## config.mk

```make
export PLATFORM = sky130hd
export DESIGN_NAME = cond_unit
export DESIGN_NICKNAME = d
export VERILOG_FILES = /design/src/rtl/cond_unit.sv
export SDC_FILE = /design/constraint.sdc
export NUM_CORES = 1
export LEC_CHECK = 0
export BUFFER_PORTS_ARGS = -buffer_cell sky130_fd_sc_hd__buf_2
export CAP_MARGIN = 20
export CORE_AREA = 2 2 39 41
export DETAILED_ROUTE_END_ITERATION = 6
export DIE_AREA = 0 0 41 43
export GPL_ROUTABILITY_DRIVEN = 0
export SLEW_MARGIN = 40
export SYNTH_ARGS = -nofsm -noshare
export SYNTH_HDL_FRONTEND = slang
export SYNTH_SLANG_ARGS = --single-unit
```

## constraint.sdc

```tcl
create_clock -name clk -period 3 [get_ports clk]
set_clock_uncertainty 0.1 [all_clocks]
set_input_delay 0.3 -clock clk [delete_from_list [all_inputs] [get_ports clk]]
set_output_delay 0.3 -clock clk [all_outputs]
set_load 0.02 [all_outputs]
```

## src/rtl/cond_unit.sv

```systemverilog
// Conditional-execution stage: holds the NZCV flag register, evaluates the
// ARM condition field against it and gates the decoder's write strobes.
// With PIPE_OUT=1 the gated strobes leave through an output register.
module cond_unit #(
  parameter bit PIPE_OUT = 1'b0
) (
  input  logic       clk,
  input  logic       rst,
  input  logic       en,
  input  logic       flush,
  input  logic [3:0] cond,
  input  logic [3:0] alu_flags,
  input  logic [1:0] flag_w,
  input  logic       pcs,
  input  logic       reg_w,
  input  logic       mem_w,
  output logic       pc_src,
  output logic       reg_write,
  output logic       mem_write,
  output logic       cond_ex,
  output logic       undef,
  output logic [3:0] flags
);

  // Registered architectural flags {N,Z,C,V}
  logic [3:0] flags_p1;
  // Gated strobes {pcs, reg_w, mem_w} for the current instruction
  logic [2:0] strobes_p0;

  // Condition-code evaluation against a flag vector {N,Z,C,V}.
  function automatic logic cond_pass(input logic [3:0] c, input logic [3:0] f);
    logic n, z, cf, v;
    logic r;
    n  = f[3];
    z  = f[2];
    cf = f[1];
    v  = f[0];
    case (c)
      4'b0000: r = z;
      4'b0001: r = ~z;
      4'b0010: r = cf;
      4'b0011: r = ~cf;
      4'b0100: r = n;
      4'b0101: r = ~n;
      4'b0110: r = v;
      4'b0111: r = ~v;
      4'b1000: r = cf & ~z;
      4'b1001: r = ~cf | z;
      4'b1010: r = (n == v);
      4'b1011: r = (n != v);
      4'b1100: r = ~z & (n == v);
      4'b1101: r = z | (n != v);
      4'b1110: r = 1'b1;
      default: r = 1'b0;
    endcase
    return r;
  endfunction

  // Stage p0: combinational condition check on the pre-update flags
  assign undef      = (cond == 4'b1111);
  assign cond_ex    = cond_pass(cond, flags_p1) & ~flush;
  assign strobes_p0 = {pcs, reg_w, mem_w} & {3{cond_ex}};
  assign flags      = flags_p1;

  // Flag register: N,Z and C,V halves update independently on a passing instruction
  always_ff @(posedge clk or posedge rst) begin
    if (rst) begin
      flags_p1 <= 4'b0000;
    end else if (en && cond_ex) begin
      if (flag_w[1]) flags_p1[3:2] <= alu_flags[3:2];
      if (flag_w[0]) flags_p1[1:0] <= alu_flags[1:0];
    end
  end

  // Stage p1: optional output register for the gated strobes
  generate
    if (PIPE_OUT) begin : g_pipe
      logic [2:0] strobes_p1;

      // Flush clears the register even while stalled; a stall alone holds it
      always_ff @(posedge clk or posedge rst) begin
        if (rst) begin
          strobes_p1 <= 3'b000;
        end else if (flush) begin
          strobes_p1 <= 3'b000;
        end else if (en) begin
          strobes_p1 <= strobes_p0;
        end
      end

      assign {pc_src, reg_write, mem_write} = strobes_p1;
    end else begin : g_comb
      assign {pc_src, reg_write, mem_write} = strobes_p0;
    end
  endgenerate

endmodule
```

* After elaboration in Yosys (flattened, before gate mapping)
Cells that the tools add are included.
** Storage, ports and cells
- Bits of input ports :: 17
- Word-level logic and storage cells :: 35
- Flip-flop bits (word level) :: 4
** Operators by class
- Muxes and demuxes :: 1
- Bitwise gates (word level) :: 11
- Reductions and logical operators :: 4
- Equality and inequality tests :: 17
** Operator list (number)
- $eq A4 B4 Y1 const B :: 8
- $eq A4 B3 Y1 const B :: 4
- $pmux W1 S15 :: 1
- $eq A4 B2 Y1 const B :: 2
- $not A1 Y1 :: 5
- $eq A4 B1 Y1 const B :: 1
- $logic_not A4 Y1 :: 1
- $reduce_and A2 Y1 :: 2
- $and A1 B1 Y1 :: 3
- $and A3 B3 Y3 :: 1
- $or A1 B1 Y1 :: 2
- $eq A1 B1 Y1 :: 1
- $logic_and A1 B1 Y1 :: 1
- $ne A1 B1 Y1 :: 1

* Depth between registers and ports, before layout
- Word-level depth :: 6
- Depth in mapped cells :: 7

* Worst setup path before layout
Ideal clock, no wire load.
- Kind :: register -> register
- From :: register flags_p1[0], in the netlist flags[0]
- To :: register flags_p1[0], in the netlist flags[0]
- Setup slack :: 724 ps
- Arrival time :: 2051 ps
- Cell stages (with the launch flop) :: 7
- Required time :: 2775 ps
- Cells stage by stage :: dfrtp_1 -> mux4_2 -> xnor2_1 -> nor2_1 -> o31a_2 -> and3_4 -> mux2_4
** On the way
- Cells in the longest elaborated chain, start to end :: 6
- Elaborated cells on any way between the ends :: 9
- Those cells by class :: 2 x eq/ne; 1 x mux; 4 x bitwise; 2 x reduce/logical
** Ends and longest elaborated chain
- start: declaration :: RTL line 26 : logic [3:0] flags_p1;
- start signal: assignment :: RTL line 71 : if (flag_w[0]) flags_p1[1:0] <= alu_flags[1:0];
- $ne A1 B1 Y1 or $eq A1 B1 Y1 (tied branches)
- $or A1 B1 Y1 or $and A1 B1 Y1 (tied branches) :: RTL line 52, 51
- $pmux W1 S15 (*) :: RTL line 38 : case (c)
- $and A1 B1 Y1 (*) :: RTL line 61 : assign cond_ex = cond_pass(cond, flags_p1) & ~flush;
- via cond_ex :: RTL line 20 : output logic cond_ex,
- $logic_and A1 B1 Y1 (*) :: RTL line 69 : end else if (en && cond_ex) begin
- $reduce_and A2 Y1 (no source line) (*)
Mark *: on every way through the listed nets, which the timed path passes. The rest lies on a longest branch.
A chain may end at the register's enable or synchronous reset.

* Worst setup path after layout
- From :: register flags_p1[0], in the netlist flags[0]
- To :: output pc_src
** On the way
- Cells in the longest elaborated chain, start to end :: 5
- Elaborated cells on any way between the ends :: 8
- Those cells by class :: 2 x eq/ne; 1 x mux; 5 x bitwise
** Ends and longest elaborated chain
- $ne A1 B1 Y1 or $eq A1 B1 Y1 (tied branches)
- $or A1 B1 Y1 or $and A1 B1 Y1 (tied branches) :: RTL line 52, 51
- $pmux W1 S15 (*) :: RTL line 38
- $and A1 B1 Y1 (*) :: RTL line 61
- $and A3 B3 Y3 (*) :: RTL line 62 : assign strobes_p0 = {pcs, reg_w, mem_w} & {3{cond_ex}};
- end: declaration :: RTL line 17 : output logic pc_src,
Mark *: on every way between the ends. The rest lies on a longest branch, timed or not.

==> impl_metrics.ini <==
[outcome]
status = complete, no violations

[setup_path]
r2r-start = flags[0]
cp_data_arrival_time_ps = 2060
crit_start = flags[0]
crit_family = multiplexers
reg2reg_to = flags[2]
r2r_cells = 6
timing.critical_path.buf_inv = 1
cp.required_ps = 2600
worst-path-stages = 6
max_stage_delay_ps = 490
cp-end-kind = output port
path_max_fanout = 6
rrSetupSlack_ps = 810
cp-start-kind = register
worstSetupPathType = reg2out
crit_chain = mux4_2 -> xnor2_1 -> nor2_1 -> o31a_2 -> and2_2 -> buf_2
slowest_stage = mux4_2
cp-endpoint = pc_src

[synthesis]
yosysTopAreaCellShare_pct = 26.94
synth_nets = 52
synth_common_cells = 4 x and2_2, 4 x dfrtp_1, 4 x mux2_4
postSynthCellCount = 35
synth-main-ff-cell = dfrtp_1
synth_top_area_cell = dfrtp_1
synth-seq-cells = 4
seq_area_frac_synth_pct = 26.94
synthDistinctLibCells = 22
synthesis.area_um2 = 371.6
synth-edff-count = 0
async_flop_share_pct = 100.0
ys_top_cells_by_area = dfrtp_1 27%, mux2_4 16%, and2_2 8.1%, and3_4 6.1%, mux4_2 6.1%
syn_avg_cell_area_um2 = 10.62
yosys_warnings = 0

[cells_and_area]
utilization_pct = 39.33
area_delta_synth_final_pct = 46.46
largest_register_ffs = 4
drive_gt1_share_pct = 65.08
nFillCells = 147
antenna_cells = 0
layout.nets = 82

[pwr]
p_seq_share_pct = 28.0
internal_power_w = 0.0002472
sw_frac_of_total_pct = 39.41
pwr-share-clk_pct = 16.2
max-vdd-ir-drop_mv = 0.3096
powerDensity_nw_per_um2 = 749.5
p_leak_nw = 0.2776
p_comb_share_pct = 55.8
p_sw_w = 0.0001608

[sta]
tns_ps = 0
rsz0062_at_grt = false
slew_viol_final = 0
hold_viol = 0
finalSetupViolCount = 0
max_slew_margin_pct = 79.52
fmax_mhz = 406.8
setup_ws_ps = 542.1
max_slew.worst_pin.slew_ps = 305.0
min_period_over_period_pct = 81.93
period_minus_slack_ps = 2458

[clock_network]
cts_setup_buffers = 0
cts_resized = 0
numCtsBuffers = 3
cts.path.max_buffers = 2
cts_root_buf = clkbuf_4
clock-sinks = 4
cts_tree = yes
insertion_delay_ps = 230
cts.clk_slew.worst_paths_ps = 40
ctsHtreeMaxLevel = 1

[global_route]
grt_pass1_vias = 327
grt_max_degree = 10
grt_antenna_before_repair = 0
grt_pass1_wl_mm = 1.255
gr-total-overflow = 0
grt_usage_pct = 10.81

[min_path]
hold_class = in2reg
min_from = alu_flags[3]

[flow_run]
drv_cap = 0

[detailed_routing]
dr.pass1.iters = 2
drtAntennaViolNets = 0
via_count = 370
via_per_inst = 4.684
drc_errors = 0
drt_iter0_markers = 1
routedWlPerCell_um = 10.25
drt_wl_total_um = 810

[die]
initial_core_util_pct = 26.85
die_w_um = 41
die-area_um2 = 1763
pin_count = 26
chipHeight_um = 43
core_um2 = 1384
num_rows = 14

[place]
post-place-ws_ps = 688.6
dp_hpwl_um = 688.4
port_buffers = 25
==> cell usage in the layout, fill, tap and decap left out <==
| cell type | count |
|---|---|
| nor2b_1 | 1 |
| inv_1 | 2 |
| buf_2 | 25 |
| mux4_2 | 1 |
| dlygate4sd3_1 | 1 |
| nor2_1 | 2 |
| o31a_2 | 1 |
| nand3b_1 | 1 |
| or4b_1 | 1 |
| and3_4 | 2 |
| dfrtp_1 | 4 |
| o21ai_0 | 1 |
| clkbuf_4 | 3 |
| nor4bb_1 | 1 |
| xnor2_1 | 2 |
| and3_2 | 1 |
| nand2_1 | 1 |
| a221oi_1 | 1 |
| and2_1 | 1 |
| mux2_4 | 4 |
| and4b_1 | 1 |
| nor3_1 | 1 |
| and2_2 | 4 |
| a311oi_1 | 1 |
==> how the worst min path moves through the flow <==
stage                to  slack [ps]  cells past startpoint
6_report       flags[3]         200                      2
3_5_place_dp   flags[2]          90                      2
2_1_floorplan  flags[0]         -30                      1
4_1_cts        flags[3]         190                      2
5_1_grt        flags[3]         190                      2
3_3_place_gp   flags[2]          90                      2
==> cells by family (layout without fill, tap and decap cells) <==
logic type | Yosys count | in the layout | share of synthesized area, %
flip-flops | 4 | 4 | 26.94
AO/OA/AOI/OAI | 4 | 4 | 8.754
buffers and inverters | 3 | 31 | 3.366
multiplexers | 5 | 5 | 22.22
AND/OR/NAND/NOR | 17 | 17 | 34.01
XOR/XNOR | 2 | 2 | 4.715
==> through the flow <==
step	area [um2]	instances	total power, W	hold WS (ps)
2_1_floorplan	371.6	35	0.0002769	-33.92
3_3_place_gp	511.7	75	0.0003419	86.18
3_5_place_dp	511.7	75	0.0003447	88.64
4_1_cts	544.3	79	0.0004148	189.8
5_1_grt	544.3	79	0.0004389	193.8
6_report	544.3	79	0.0004080	195.8
==> power by group through the flow <==
stage	Clock, W	Sequential [W]	Combinational, W
finish	0.0000661	0.000114	0.000227
global route	0.0000702	0.000122	0.000247
CTS	0.0000692	0.000116	0.000229
detailed placement	0	0.000116	0.000228
global placement	0	0.000117	0.000225
floorplan	0	0.000143	0.000134
==> metal layers <==
metal / wire, um / vias to the layer above / GRT usage, %
li1: - / 187 / -
met5: 0 / - / 0
met1: 324 / 161 / 13.44
met3: 84 / 2 / 1.571
met4: 14 / 0 / 10.00
met2: 385 / 20 / 15.00
==> final cells by class <==
cell class                 instances  area (um2)  area share [%]
clock buffer                       3       22.52           4.138
inverter                           2       7.507           1.379
multi-input combinational         28       259.0           47.59
sequential                         4       100.1           18.39
tap                               16       20.02           3.678
timing repair buffer              26       135.1           24.83
==> repair_timing <==
item                                    CTS  global route
hold buffers                              1             0
hold endpoints to repair                  4             0
endpoints found under the setup margin    0             0
No activity file was read; power rests on OpenSTA's default activity.
